--- config.mk ---
export PLATFORM = sky130hd
export DESIGN_NAME = ram_clear_sched
export DESIGN_NICKNAME = d
export VERILOG_FILES = /design/src/rtl/ram_clear_sched.sv
export SDC_FILE = /design/constraint.sdc
export NUM_CORES = 1
export LEC_CHECK = 0
export CELL_PAD_IN_SITES_DETAIL_PLACEMENT = 2
export CELL_PAD_IN_SITES_GLOBAL_PLACEMENT = 2
export CORE_MARGIN = 2
export CORE_UTILIZATION = 30
export CTS_CLUSTER_SIZE = 10
export DETAILED_ROUTE_END_ITERATION = 8
export PLACE_DENSITY_LB_ADDON = 0.08
export SYNTH_ARGS = -nofsm -noshare
export SYNTH_HDL_FRONTEND = slang
export SYNTH_SLANG_ARGS = --single-unit
--- constraint.sdc ---
create_clock -name clk_sys -period 2.85 [get_ports clk_sys]
set_input_delay 0.4275 -clock clk_sys [delete_from_list [all_inputs] [get_ports clk_sys]]
set_output_delay 0.4275 -clock clk_sys [all_outputs]
set_load 0.01 [all_outputs]
--- src/rtl/ram_clear_sched.sv ---
// Power-on RAM-clear scheduler: paced SDRAM strobes plus Avalon-style DDR3 requests,
// started and aborted by single-cycle pulses from the menu core control path.
//
// state    | meaning
// T_IDLE   | no pass running (may still drain one held DDR3 write after abort)
// T_RUN    | clear pass in progress
// S_IDLE   | SDRAM channel idle
// S_RUN    | SDRAM channel pacing strobes with the gap counter
// S_FIN    | SDRAM channel finished, waiting for DDR3 channel
// D_IDLE   | DDR3 channel idle
// D_REQ    | DDR3 write request held on ddr_we
// D_FIN    | DDR3 channel finished, waiting for SDRAM channel
module ram_clear_sched #(
  parameter int SDR_AW  = 25,
  parameter int DDR_AW  = 29,
  parameter int SDR_GAP = 32
) (
  input  logic              clk_sys,
  input  logic              reset_n,
  input  logic              start,
  input  logic              abort,
  input  logic [SDR_AW-1:0] sdr_end,
  input  logic [DDR_AW-1:0] ddr_base,
  input  logic [DDR_AW-1:0] ddr_words,
  output logic              sdr_we,
  output logic [SDR_AW-1:0] sdr_addr,
  output logic              ddr_we,
  output logic [DDR_AW-1:0] ddr_addr,
  input  logic              ddr_busy,
  output logic              busy,
  output logic              done
);

  localparam int GW = $clog2(SDR_GAP);
  localparam logic [GW-1:0] GAP_LAST = GW'(SDR_GAP - 1);

  typedef enum logic       {T_IDLE, T_RUN} top_t;
  typedef enum logic [1:0] {S_IDLE, S_RUN, S_FIN} sdr_t;
  typedef enum logic [1:0] {D_IDLE, D_REQ, D_FIN} ddr_t;

  top_t t_state, t_nx;
  sdr_t s_state, s_nx, s_st_nx;
  ddr_t d_state, d_nx, d_st_nx;

  logic [GW-1:0]     gap;
  logic [SDR_AW-1:0] sdr_last;
  logic [DDR_AW-1:0] remaining;
  logic              ab_pend;
  logic              go, stop, ddr_acc, fin_all;

  assign sdr_we  = (s_state == S_RUN) && (gap == GAP_LAST);
  assign ddr_we  = (d_state == D_REQ);
  assign ddr_acc = ddr_we && !ddr_busy;
  // A start is refused while an aborted DDR3 write is still draining.
  assign go      = start && (t_state == T_IDLE) && !busy;
  assign stop    = abort && (t_state == T_RUN);

  always_comb begin
    s_nx = s_state;
    case (s_state)
      S_IDLE:  if (go) s_nx = S_RUN;
      S_RUN:   if (stop) s_nx = S_IDLE;
               else if (sdr_we && (sdr_addr == sdr_last)) s_nx = S_FIN;
      S_FIN:   if (stop) s_nx = S_IDLE;
      default: s_nx = S_IDLE;
    endcase

    d_nx = d_state;
    case (d_state)
      D_IDLE:  if (go) d_nx = (ddr_words == '0) ? D_FIN : D_REQ;
      D_REQ:   if (stop) d_nx = ddr_busy ? D_REQ : D_IDLE;
               else if (ab_pend) begin
                 if (ddr_acc) d_nx = D_IDLE;
               end
               else if (ddr_acc && (remaining == DDR_AW'(1))) d_nx = D_FIN;
      D_FIN:   if (stop) d_nx = D_IDLE;
      default: d_nx = D_IDLE;
    endcase

    fin_all = (t_state == T_RUN) && !stop && (s_nx == S_FIN) && (d_nx == D_FIN);
    s_st_nx = fin_all ? S_IDLE : s_nx;
    d_st_nx = fin_all ? D_IDLE : d_nx;

    t_nx = t_state;
    case (t_state)
      T_IDLE:  if (go) t_nx = T_RUN;
      T_RUN:   if (stop || fin_all) t_nx = T_IDLE;
      default: t_nx = T_IDLE;
    endcase
  end

  always_ff @(posedge clk_sys or negedge reset_n) begin
    if (!reset_n) begin
      t_state   <= T_IDLE;
      s_state   <= S_IDLE;
      d_state   <= D_IDLE;
      gap       <= '0;
      sdr_addr  <= '0;
      sdr_last  <= '0;
      ddr_addr  <= '0;
      remaining <= '0;
      ab_pend   <= 1'b0;
      busy      <= 1'b0;
      done      <= 1'b0;
    end else begin
      t_state <= t_nx;
      s_state <= s_st_nx;
      d_state <= d_st_nx;
      ab_pend <= (d_st_nx == D_REQ) && (ab_pend || stop);
      busy    <= (t_nx == T_RUN) || (d_st_nx != D_IDLE);

      if (go) done <= 1'b0;
      else if (fin_all) done <= 1'b1;

      if (go) gap <= '0;
      else if (s_state == S_RUN) gap <= (gap == GAP_LAST) ? '0 : gap + 1'b1;

      if (go) begin
        sdr_addr <= '0;
        sdr_last <= sdr_end;
      end else if (sdr_we && (sdr_addr != sdr_last)) begin
        sdr_addr <= sdr_addr + 1'b1;
      end

      if (go) begin
        ddr_addr  <= ddr_base;
        remaining <= ddr_words;
      end else if (ddr_acc) begin
        ddr_addr  <= ddr_addr + 1'b1;
        remaining <= remaining - 1'b1;
      end
    end
  end

endmodule

## After elaboration in Yosys (flattened, before gate mapping)

Cells that the tools add are included.

- Divide/modulo/power cells: 0
- $lt $le $gt $ge: 0
- Reduce and logical (&&, ||, !) cells: 26
- Equal/unequal tests: 11
- Add/sub/neg operators: 4
- Muxes and demuxes: 30
- Bitwise logic cells: 1
- $mul: 0
- Shift-type cells: 0

Operators with widths:

| kind | number |
|---|---|
| $mux W29 | 4 |
| $mux W25 | 2 |
| $add A29 B1 Y29 const B | 1 |
| $eq A29 B1 Y1 const B | 1 |
| $logic_not A29 Y1 | 1 |
| $sub A29 B1 Y29 const B | 1 |
| $mux W2 | 13 |
| $add A25 B1 Y25 const B | 1 |
| $eq A25 B25 Y1 | 1 |
| $ne A25 B25 Y1 | 1 |
| $mux W5 | 3 |
| $logic_and A1 B1 Y1 | 12 |
| $pmux W2 S3 | 2 |
| $reduce_bool A2 Y1 | 5 |
| $eq A2 B2 Y1 const B | 4 |
| $eq A2 B1 Y1 const B | 3 |
| $add A5 B1 Y5 const B | 1 |
| $eq A5 B5 Y1 const B | 1 |
| $mux W1 | 5 |
| $logic_not A2 Y1 | 2 |
| $logic_not A1 Y1 | 3 |
| $logic_or A1 B1 Y1 | 3 |
| $pmux W1 S2 | 1 |
| $not A1 Y1 | 1 |

- ROM bits: 0
- Bits in latches: 0
- Memories kept: 0
- Input bits: 88
- Register bits after elaboration: 121
- Bits in writable memories: 0
- Output and inout bits: 58

## Depth between registers and ports, before layout

Gate-level depths: netlist (run 1).

- Word-level depth: 13
- Depth in mapped cells: 10
- Gate-level depth less buffers: 8

## Worst setup path before layout (run 1)

Ideal clock, no wire load.

- Kind: flip-flop to flip-flop
- Start point: reg remaining[9]
- End point: reg t_state
- Setup slack: 0.761 ns
- Arrival: 1.947 ns
- Cell stages (with the launch flop): 7
- Cells stage by stage: dfrtp_1 or3_4 or4_4 nor4_4 a311o_2 and3_1 o21ai_0

- Word-level cells in the longest chain between the ends: 11

Ends and longest elaborated chain:

| element | RTL line | text |
|---|---|---|
| from (decl) | 47 | `logic [DDR_AW-1:0] remaining;` |
| from (signal assigned) | 127 | `remaining <= ddr_words;` |
| from (signal assigned) | 130 | `remaining <= remaining - 1'b1;` |
| $eq A29 B1 Y1 | 75 | `else if (ddr_acc && (remaining == DDR_AW'(1))) d_nx = D_FIN;` |
| $logic_and A1 B1 Y1 | 75 |  |
| $mux W2 | 75 |  |
| $mux W2 | 72 | `else if (ab_pend) begin` |
| $mux W2 | 71 | `D_REQ: if (stop) d_nx = ddr_busy ? D_REQ : D_IDLE;` |
| $pmux W2 S3 | 69 | `case (d_state)` |
| $eq A2 B2 Y1 | 80 | `fin_all = (t_state == T_RUN) && !stop && (s_nx == S_FIN) && (d_nx == D_FIN);` |
| $logic_and A1 B1 Y1 | 80 |  |
| $logic_or A1 B1 Y1 | 87 | `T_RUN: if (stop \|\| fin_all) t_nx = T_IDLE;` |
| $mux W1 | 87 |  |
| $pmux W1 S2 | 85 | `case (t_state)` |
| named net t_nx | 41 | `top_t t_state, t_nx;` |
| to (signal assigned) | 106 | `t_state <= t_nx;` |
| to (decl) | 41 |  |

The timed path passes the listed nets, and every way through them passes these cells.
A chain may end at the register's enable or synchronous reset.

## Worst setup path in the final report (run 1)

- Start point: reg sdr_addr[3]
- End point: reg sdr_addr[1]

- Word-level cells in the longest chain between the ends: 3

Ends and longest elaborated chain:

| element | RTL line | text |
|---|---|---|
| from (decl) | 26 | `output logic [SDR_AW-1:0] sdr_addr,` |
| from (signal assigned) | 122 | `sdr_addr <= sdr_addr + 1'b1;` |
| $ne A25 B25 Y1 | 121 | `end else if (sdr_we && (sdr_addr != sdr_last)) begin` |
| $logic_and A1 B1 Y1 | 121 |  |
| $reduce_bool A2 Y1 (no line) | - |  |

No other way between the ends.

==> results.ini, run 1 <==
[critical_path]
crit_arrival_ns=2.70
r2r-start=sdr_addr[3]
crit_type=reg2reg
crit_fanout=6
ff2ff_path_depth=6
crit_required_ns=3.13
rrSetupSlack_ns=0.43
cp-start-kind=flop
startpoint=sdr_addr[3]
critPathCaptureType=flop
r2r-end=sdr_addr[1]
critPathCapture=sdr_addr[1]

[yosys]
ys_types=49
synth_top_family_by_area=simple AND/OR/NAND/NOR gates
synth.largest_area_cell=dfrtp_1
synthesis.instances=721
synth_xor_xnor_area_share_pct=11.25
seq_area_frac_synth_pct=47.41
yosys.area_share.simple_pct=26.70
avgSynthCellArea_um2=8.857
async_flop_share_pct=100.0
ys_top_cells_by_area=dfrtp_1 47%, nand2_1 11%, xor2_1 7.1%, o21ai_0 5.5%, xnor2_1 4.1%
synth-seq-cells=121
synth.area.mux_share_pct=0.8229
synth_adder_area_share_pct=1.176
synth_edf_count=0
yosysTopAreaCellShare_pct=47.41
synth_ff_type=dfrtp_1
synth_warnings=0
syn-cell-area_mm2=0.006386
synth_nets=815
synth_compound_gate_area_share_pct=10.33

[sta]
relSlewSlack_pct=57.32
whs_ns=-0.005516
fin_crit_sh_pct=84.78
period_needed_ns=2.416
fmax_mhz=413.9
fin_ws_ns=0.4339
rsz0062_at_grt=no
worst_pin_slew_ns=0.6353
setup_viol=0
finalSetupTns_ns=0
finalHoldViolations=4
drv_slew=0
fin_skew_ns=0.01252

[placed_design]
pre_cts_slack_ns=0.3186
gp_congestion=0.7934
dpl.cell_count=1124
dp_hpwl_mm=15.42
post_dp_cell_area_mm2=0.008194
io_buffers=145

[power]
swShare_pct=36.26
power.total_mw=7.968
pwr-share-comb_pct=32.4
p_leak_nw=3.702
p_seq_share_pct=38.2
p_per_area_mw_per_mm2=902.0
internal_power_mw=5.078
clkPwrFrac_pct=29.4
switchingPower_mw=2.889
ir_drop_mv=0.3813

[global_routing]
grt_overflow=0
grtUsageTotal_pct=19.97
grt_start_max_net_pins=100
first_global_vias=6534
grt_pass1_wl_mm=35.05
antenna_found_initial=0

[floorplan]
start_util_pct=30.48
coreArea_mm2=0.02096
fp.dieArea_mm2=0.02247
die_w_um=149.9
num_rows=53
die_y_um=149.9
boundaryPins=146

[drt]
routed-via-count=5780
wl_per_cell_um=18.56
drt_pass1_iterations=4
drt_iter0_markers=141
vias_per_cell=5.000
drc=0
finalWirelength_mm=21.46
postRouteAntennaNets=0

[clocking]
clk_latency_ns=0.42
hold_buffers=0
cts_resized=0
cts_setup_buffers=0
numCtsBuffers=17
clock-root-buffer=clkbuf_16
h-tree-depth=4
cts_buffer_depth=2
cts_tree=yes
path_clk_slew_ns=0.06
clock-sinks=121

[finish]
syn_to_final_growth_pct=38.32
fin_util_pct=42.15
final_common_cell=nand2_1
fin_cells=1156
nNetsFinal=962
stdcell_area_mm2=0.008833
n_antenna_cell=0
layout_common_cells=179 x nand2_1, 143 x clkdlybuf4s50_1, 121 x dfrtp_1
drive_above_1_share_pct=7.151

[run]
maxCapViolations=0

[worst_hold_path]
hold_path_class=in2async

[run_status]
status=complete, but fails checks
violations=negative hold slack

## cells by family (layout without fill, tap and decap cells)
kind of cell             after synthesis  count (layout)
adder cells (fa/ha/maj)                6               6
multiplexers                           5               5
XOR/XNOR                              82              82
flip-flops                           121             121
AO/OA/AOI/OAI                        119             119
buffers and inverters                 38             198
AND/OR/NAND/NOR                      350             350
## synthesized netlist by cell type (5+ instances only)
master      n
o21ai_0    70
or3_1      19
nor4_1     19
a21oi_1    26
xnor2_1    30
clkbuf_1   24
nand4_1    12
and4_1      5
inv_1      10
nand2_1   179
nor3_1     13
dfrtp_1   121
xor2_1     52
nor2_1     46
and3_1      9
ha_1        6
nand3_1    18
## final cells by class
cell class	count	area, um2
clock buffer	19	442.9
clock inverter	13	191.4
fill	2290	12120
inverter	10	37.54
multi-input combinational	562	3218
sequential	121	3028
tap	275	344.1
timing repair buffer	156	1572
## power by group through the flow
stage          clock network (mW)  logic, mW  registers [mW]
6_report                     2.34       2.58            3.05
3_5_place_dp                    0       2.62            3.06
2_1_floorplan                   0       1.44            2.96
3_3_place_gp                    0       2.51            3.01
5_1_grt                      2.48       2.93            3.15
4_1_cts                      2.40       2.65            3.06
## routing by layer
layer | share of wire [%] | wire length, um | track usage (%) | up-vias
met1 | 43 | 9289 | 24.57 | 2900
met5 | 0 | 0 | 0 | -
met3 | 3.1 | 671 | 3.567 | 16
li1 | - | - | - | 2766
met4 | 1.2 | 248 | 5.472 | 0
met2 | 52 | 11250 | 35.80 | 98
## flip-flops by register name, summed over array words and instances (netlist names)
| name | flops |
|---|---|
| ddr_addr | 29 |
| remaining | 29 |
| sdr_addr | 25 |
| sdr_last | 25 |
| gap | 5 |
| d_state | 2 |
| s_state | 2 |
| ab_pend | 1 |
| busy | 1 |
| done | 1 |
| t_state | 1 |
## worst max-delay path, cell delays in order (launching register included)
cell     delay (ns)
dfrtp_1        0.46
xor2_1         0.20
nor4_1         0.38
nand3_1        0.33
o21ai_0        0.53
mux2i_1        0.30
nor2_1         0.08
## how the worst min path moves through the flow
| stage | startpoint | endpoint | slack (ns) | cells past startpoint |
|---|---|---|---|---|
| finish | reset_n | sdr_last[8] | -0.006 | 1 |
| floorplan | reset_n | ab_pend | 0.13 | 0 |
| detailed placement | reset_n | sdr_last[8] | 0.45 | 1 |
| CTS | reset_n | sdr_last[8] | 0.0009 | 1 |
| global placement | reset_n | sdr_last[15] | 0.43 | 1 |
| global route | reset_n | sdr_last[8] | 0.02 | 1 |
Note: power is estimated with default switching activity, not from simulation.
==> run 2, diff against run 1 <==
- CORE_UTILIZATION: 30 -> 27
- clock period: 2.85 -> 2 ns (I/O delays scaled with it)
==> results.ini, run 2 (synthesis gave the netlist of run 1 again) <==
[sta]
period_needed_ns=2.295
fin_crit_sh_pct=114.7
fmax_mhz=435.8
relSlewSlack_pct=63.90
rsz0062_at_grt=yes
worst_pin_slew_ns=0.5415
setup_viol=44
fin_ws_ns=-0.2948
finalHoldViolations=0
drv_slew=0
fin_skew_ns=0.009799

[power]
pwr-share-comb_pct=39.5
ir_drop_mv=0.5158
clkPwrFrac_pct=26.2
power.total_mw=12.48
switchingPower_mw=4.718
internal_power_mw=7.762
swShare_pct=37.81
p_leak_nw=4.475
p_seq_share_pct=34.3
p_per_area_mw_per_mm2=1184

[finish]
regArea_mm2=0.003035
n_antenna_cell=0
stdcell_area_mm2=0.01054
n_fill_cell=2483
syn_to_final_growth_pct=65.07
fin_util_pct=45.18
fin_cells=1325
drive_above_1_share_pct=28.43
layout_common_cells=176 x nand2_1, 143 x clkdlybuf4s50_1, 115 x dfrtp_1
reg.largest.list=ddr_addr (29), remaining (29)
final_common_cell=nand2_1
multiInputGateArea_mm2=0.003786
nNetsFinal=1087

[placed_design]
io_buffers=145
gp_congestion=0.7878
post_dp_cell_area_mm2=0.008982
dp_hpwl_mm=17.27
dpl.cell_count=1263
pre_cts_slack_ns=-0.4204

[drt]
vias_per_cell=4.862
drt_iter0_markers=177
routed-via-count=6442
wl_per_cell_um=19.98
drc=0
drt_pass1_iterations=4
finalWirelength_mm=26.48
postRouteAntennaNets=0

[critical_path]
crit_fanout=5
crit_required_ns=2.36
crit_arrival_ns=2.66
path_cells=xor2_2 -> nor4_2 -> nand4_1 -> buf_6 -> o211ai_1 -> buf_4 -> clkbuf_16 -> o31a_1 -> o21a_1
critPathCaptureType=flop
critical-path-max-stage-delay_ns=0.40
crit_slowest_cell=dfrtp_1
cp-start-kind=flop
crit_type=reg2reg

[clocking]
path_clk_slew_ns=0.06
cts_tree=yes
clock-root-buffer=clkbuf_16
cts_buffer_depth=2
clock-sinks=121
h-tree-depth=4
clk_latency_ns=0.43
numCtsBuffers=17

[global_routing]
grtUsageTotal_pct=20.61
grt_start_max_net_pins=112
antenna_found_initial=0
first_global_vias=7306
grt_overflow=0
grt_pass1_wl_mm=39.54

[floorplan]
num_rows=56
start_util_pct=27.37
die_y_um=157.8
coreArea_mm2=0.02333
die_w_um=157.8
fp.dieArea_mm2=0.02490
boundaryPins=146

[worst_hold_path]
hold_path_class=in2async

[run_status]
violations=negative setup slack
status=complete, but fails checks

[run]
maxCapViolations=0

==> run 2: power groups by stage <==
stage	clock network [mW]	registers, mW	logic (mW)
finish	3.26	4.28	4.94
floorplan	0	4.21	2.05
CTS	3.32	4.26	4.73
detailed placement	0	4.24	4.40
global route	3.44	4.42	5.46
global placement	0	4.17	4.17
==> run 2: layout make-up <==
cell class / instances / area share [%]
clock buffer: 18 / 4.166
clock inverter: 14 / 1.650
inverter: 10 / 0.4036
multi-input combinational: 562 / 35.92
sequential: 121 / 28.80
tap: 319 / 3.786
timing repair buffer: 281 / 25.28
==> run 2: timing repair <==
item | CTS | global route
setup buffers | 12 | 15
gates cloned | 1 | 3
setup endpoints to repair | 52 | 60
pin swaps | 30 | 43
hold buffers | 1 | 0
endpoints found under the hold margin | 22 | 0
resized for setup | 82 | 89
==> run 2: final timing paths <==
kind	to	slack, ns	from	cells past startpoint
setup / recovery	sdr_addr[17]	-0.29	sdr_last[4]	9
hold / removal	gap[3]	0.34	reset_n	2
setup reg to reg	sdr_addr[17]	-0.29	sdr_last[4]	9
hold reg to reg	sdr_last[3]	0.50	sdr_last[3]	2
max in group asynchronous	sdr_addr[8]	0.97	reset_n	3
min in group clk_sys	sdr_last[15]	0.41	sdr_end[15]	3
==> run 2: metrics by stage <==
| stage | hold WS, ns | TNS, ns |
|---|---|---|
| finish | 0.3402 | -6.218 |
| floorplan | 0.004409 | -0.4043 |
| detailed placement | 0.2485 | -14.67 |
| global placement | 0.2358 | -11.11 |
| global route | 0.3503 | -9.726 |
| CTS | 0.3402 | -5.426 |
==> run 2: critical path: cells and delay by family, from the launching register on <==
family,cells,cell delay [ns]
buffers and inverters,3,0.59
xor gates and xnor gates,1,0.20
AOI/OAI and AO/OA,3,0.54
DFF,1,0.40
and+or+nand+nor,2,0.52
==> run 2: layer usage <==
layer / GRT usage, % / vias to the layer above / part of all wire, %
met5: 0 / - / 0
met4: 6.234 / 0 / 3.0
met3: 3.668 / 51 / 3.1
met2: 38.39 / 145 / 53
met1: 23.90 / 3226 / 41
li1: - / 3020 / -
==> run 3, diff against run 2 <==
- CORE_UTILIZATION: 27 -> 30
- SKIP_CTS_REPAIR_TIMING: unset -> 1
- clock period: 2 -> 2.5 ns (I/O delays scaled with it)
==> results.ini, run 3 (synthesis gave the netlist of run 1 again) <==
[critical_path]
cp-start-kind=flop
crit_required_ns=2.84
crit_slowest_cell=dfrtp_1
critPathCaptureType=flop
critical-path-max-stage-delay_ns=0.50
crit_fanout=16
path_cells=xor2_1 -> nor3_1 -> nand3_1 -> o2111ai_1 -> buf_4 -> or4_1 -> a21oi_1
crit_arrival_ns=2.69
crit_type=reg2reg

[sta]
setup_viol=0
whs_ns=0.4845
fin_skew_ns=0.009713
period_needed_ns=2.349
finalSetupTns_ns=0
drv_slew=0
rsz0062_at_grt=no
worst_pin_slew_ns=0.5743
fmax_mhz=425.6
fin_crit_sh_pct=93.98
fin_ws_ns=0.1506
finalHoldViolations=0
relSlewSlack_pct=61.71

[global_routing]
use_met3_pct=3.720
grt_overflow=0
globalRouteMet1Util_pct=25.18
grt_pass1_wl_mm=35.50
antenna_found_initial=0
grtUsageTotal_pct=20.30
busiest_layer=met2
grt_start_max_net_pins=100
use_met2_pct=35.41
first_global_vias=6545

[clocking]
h-tree-depth=4
numCtsBuffers=17
cts_buffer_depth=2
cts_tree=yes
clock-root-buffer=clkbuf_16
clk_latency_ns=0.42
path_clk_slew_ns=0.06
clock-sinks=121

[drt]
drt_pass1_iterations=4
finalWirelength_mm=21.62
wl_per_cell_um=18.42
vias_per_cell=5.003
drt_iter0_markers=132
routed-via-count=5873
drc=0
postRouteAntennaNets=0

[run]
maxCapViolations=0

[placed_design]
gp_congestion=0.7775
dpl.cell_count=1141
io_buffers=145
pre_cts_slack_ns=0.01940
post_dp_cell_area_mm2=0.008334
dp_hpwl_mm=15.55

[power]
ir_drop_mv=0.4776
power.total_mw=9.193
p_per_area_mw_per_mm2=1021
p_leak_nw=3.810

[run_status]
status=complete, no violations

[finish]
nNetsFinal=980
drive_above_1_share_pct=8.899
stdcell_area_mm2=0.009002
syn_to_final_growth_pct=40.97
n_antenna_cell=0
regArea_mm2=0.003028
layout_common_cells=179 x nand2_1, 143 x clkdlybuf4s50_1, 121 x dfrtp_1
fin_cells=1174
multiInputGateArea_mm2=0.003218
final_common_cell=nand2_1
reg.largest.list=ddr_addr (29), remaining (29)
n_fill_cell=2307
fin_util_pct=42.96

[floorplan]
die_w_um=149.9
coreArea_mm2=0.02096
boundaryPins=146
num_rows=53
fp.dieArea_mm2=0.02247
start_util_pct=30.48
die_y_um=149.9

[worst_hold_path]
hold_path_class=in2reg

-- run 3: changes by cell type in the layout (fill, tap and decap cells not counted), sizes merged --
cell / previous run / this run
bufinv: 3 / 5
inv: 11 / 10
clkinvlp: 4 / 3
clkinv: 6 / 4
buf: 135 / 29
dlymetal6s2s: 0 / 1
-- run 3: worst paths after layout --
check                                end  slack [ns]  cells after the start         start
setup / recovery            sdr_addr[24]        0.15                      7   sdr_addr[2]
max in group asynchronous  remaining[12]        1.35                      3       reset_n
hold reg to reg             sdr_last[12]        0.50                      2  sdr_last[12]
setup reg to reg            sdr_addr[24]        0.15                      7   sdr_addr[2]
min in group asynchronous   sdr_last[11]        0.50                      2       reset_n
hold / removal               sdr_last[3]        0.48                      3    sdr_end[3]
-- run 3: layout make-up --
cell class	count	share of cell area, %
Multi-Input combinational cell	562	35.75
Sequential cell	121	33.63
Timing Repair Buffer	174	19.12
Clock buffer	20	5.073
Tap cell	275	3.822
Clock inverter	12	2.182
Inverter	10	0.4170
-- run 3: worst max-delay path, delay by kind of cell (launching register included) --
| family | cells | cell delay [ns] |
|---|---|---|
| simple gates | 3 | 0.85 |
| xor+xnor | 1 | 0.39 |
| flops | 1 | 0.50 |
| compound gates | 2 | 0.31 |
| buf+inv | 1 | 0.22 |
-- run 3: metal layers --
metal  up-vias  wire length [um]
li1       2793                 -
met1      2931              9352
met2       122             10980
met3        27               836
met4         0               446
met5         -                 0
-- run 3: power breakdown --
part / switching (mW) / total (mW) / internal (mW)
clock: 0.947 / 2.76 / 1.82
combinational: 1.56 / 2.98 / 1.42
sequential: 0.766 / 3.45 / 2.68
total: 3.27 / 9.19 / 5.92
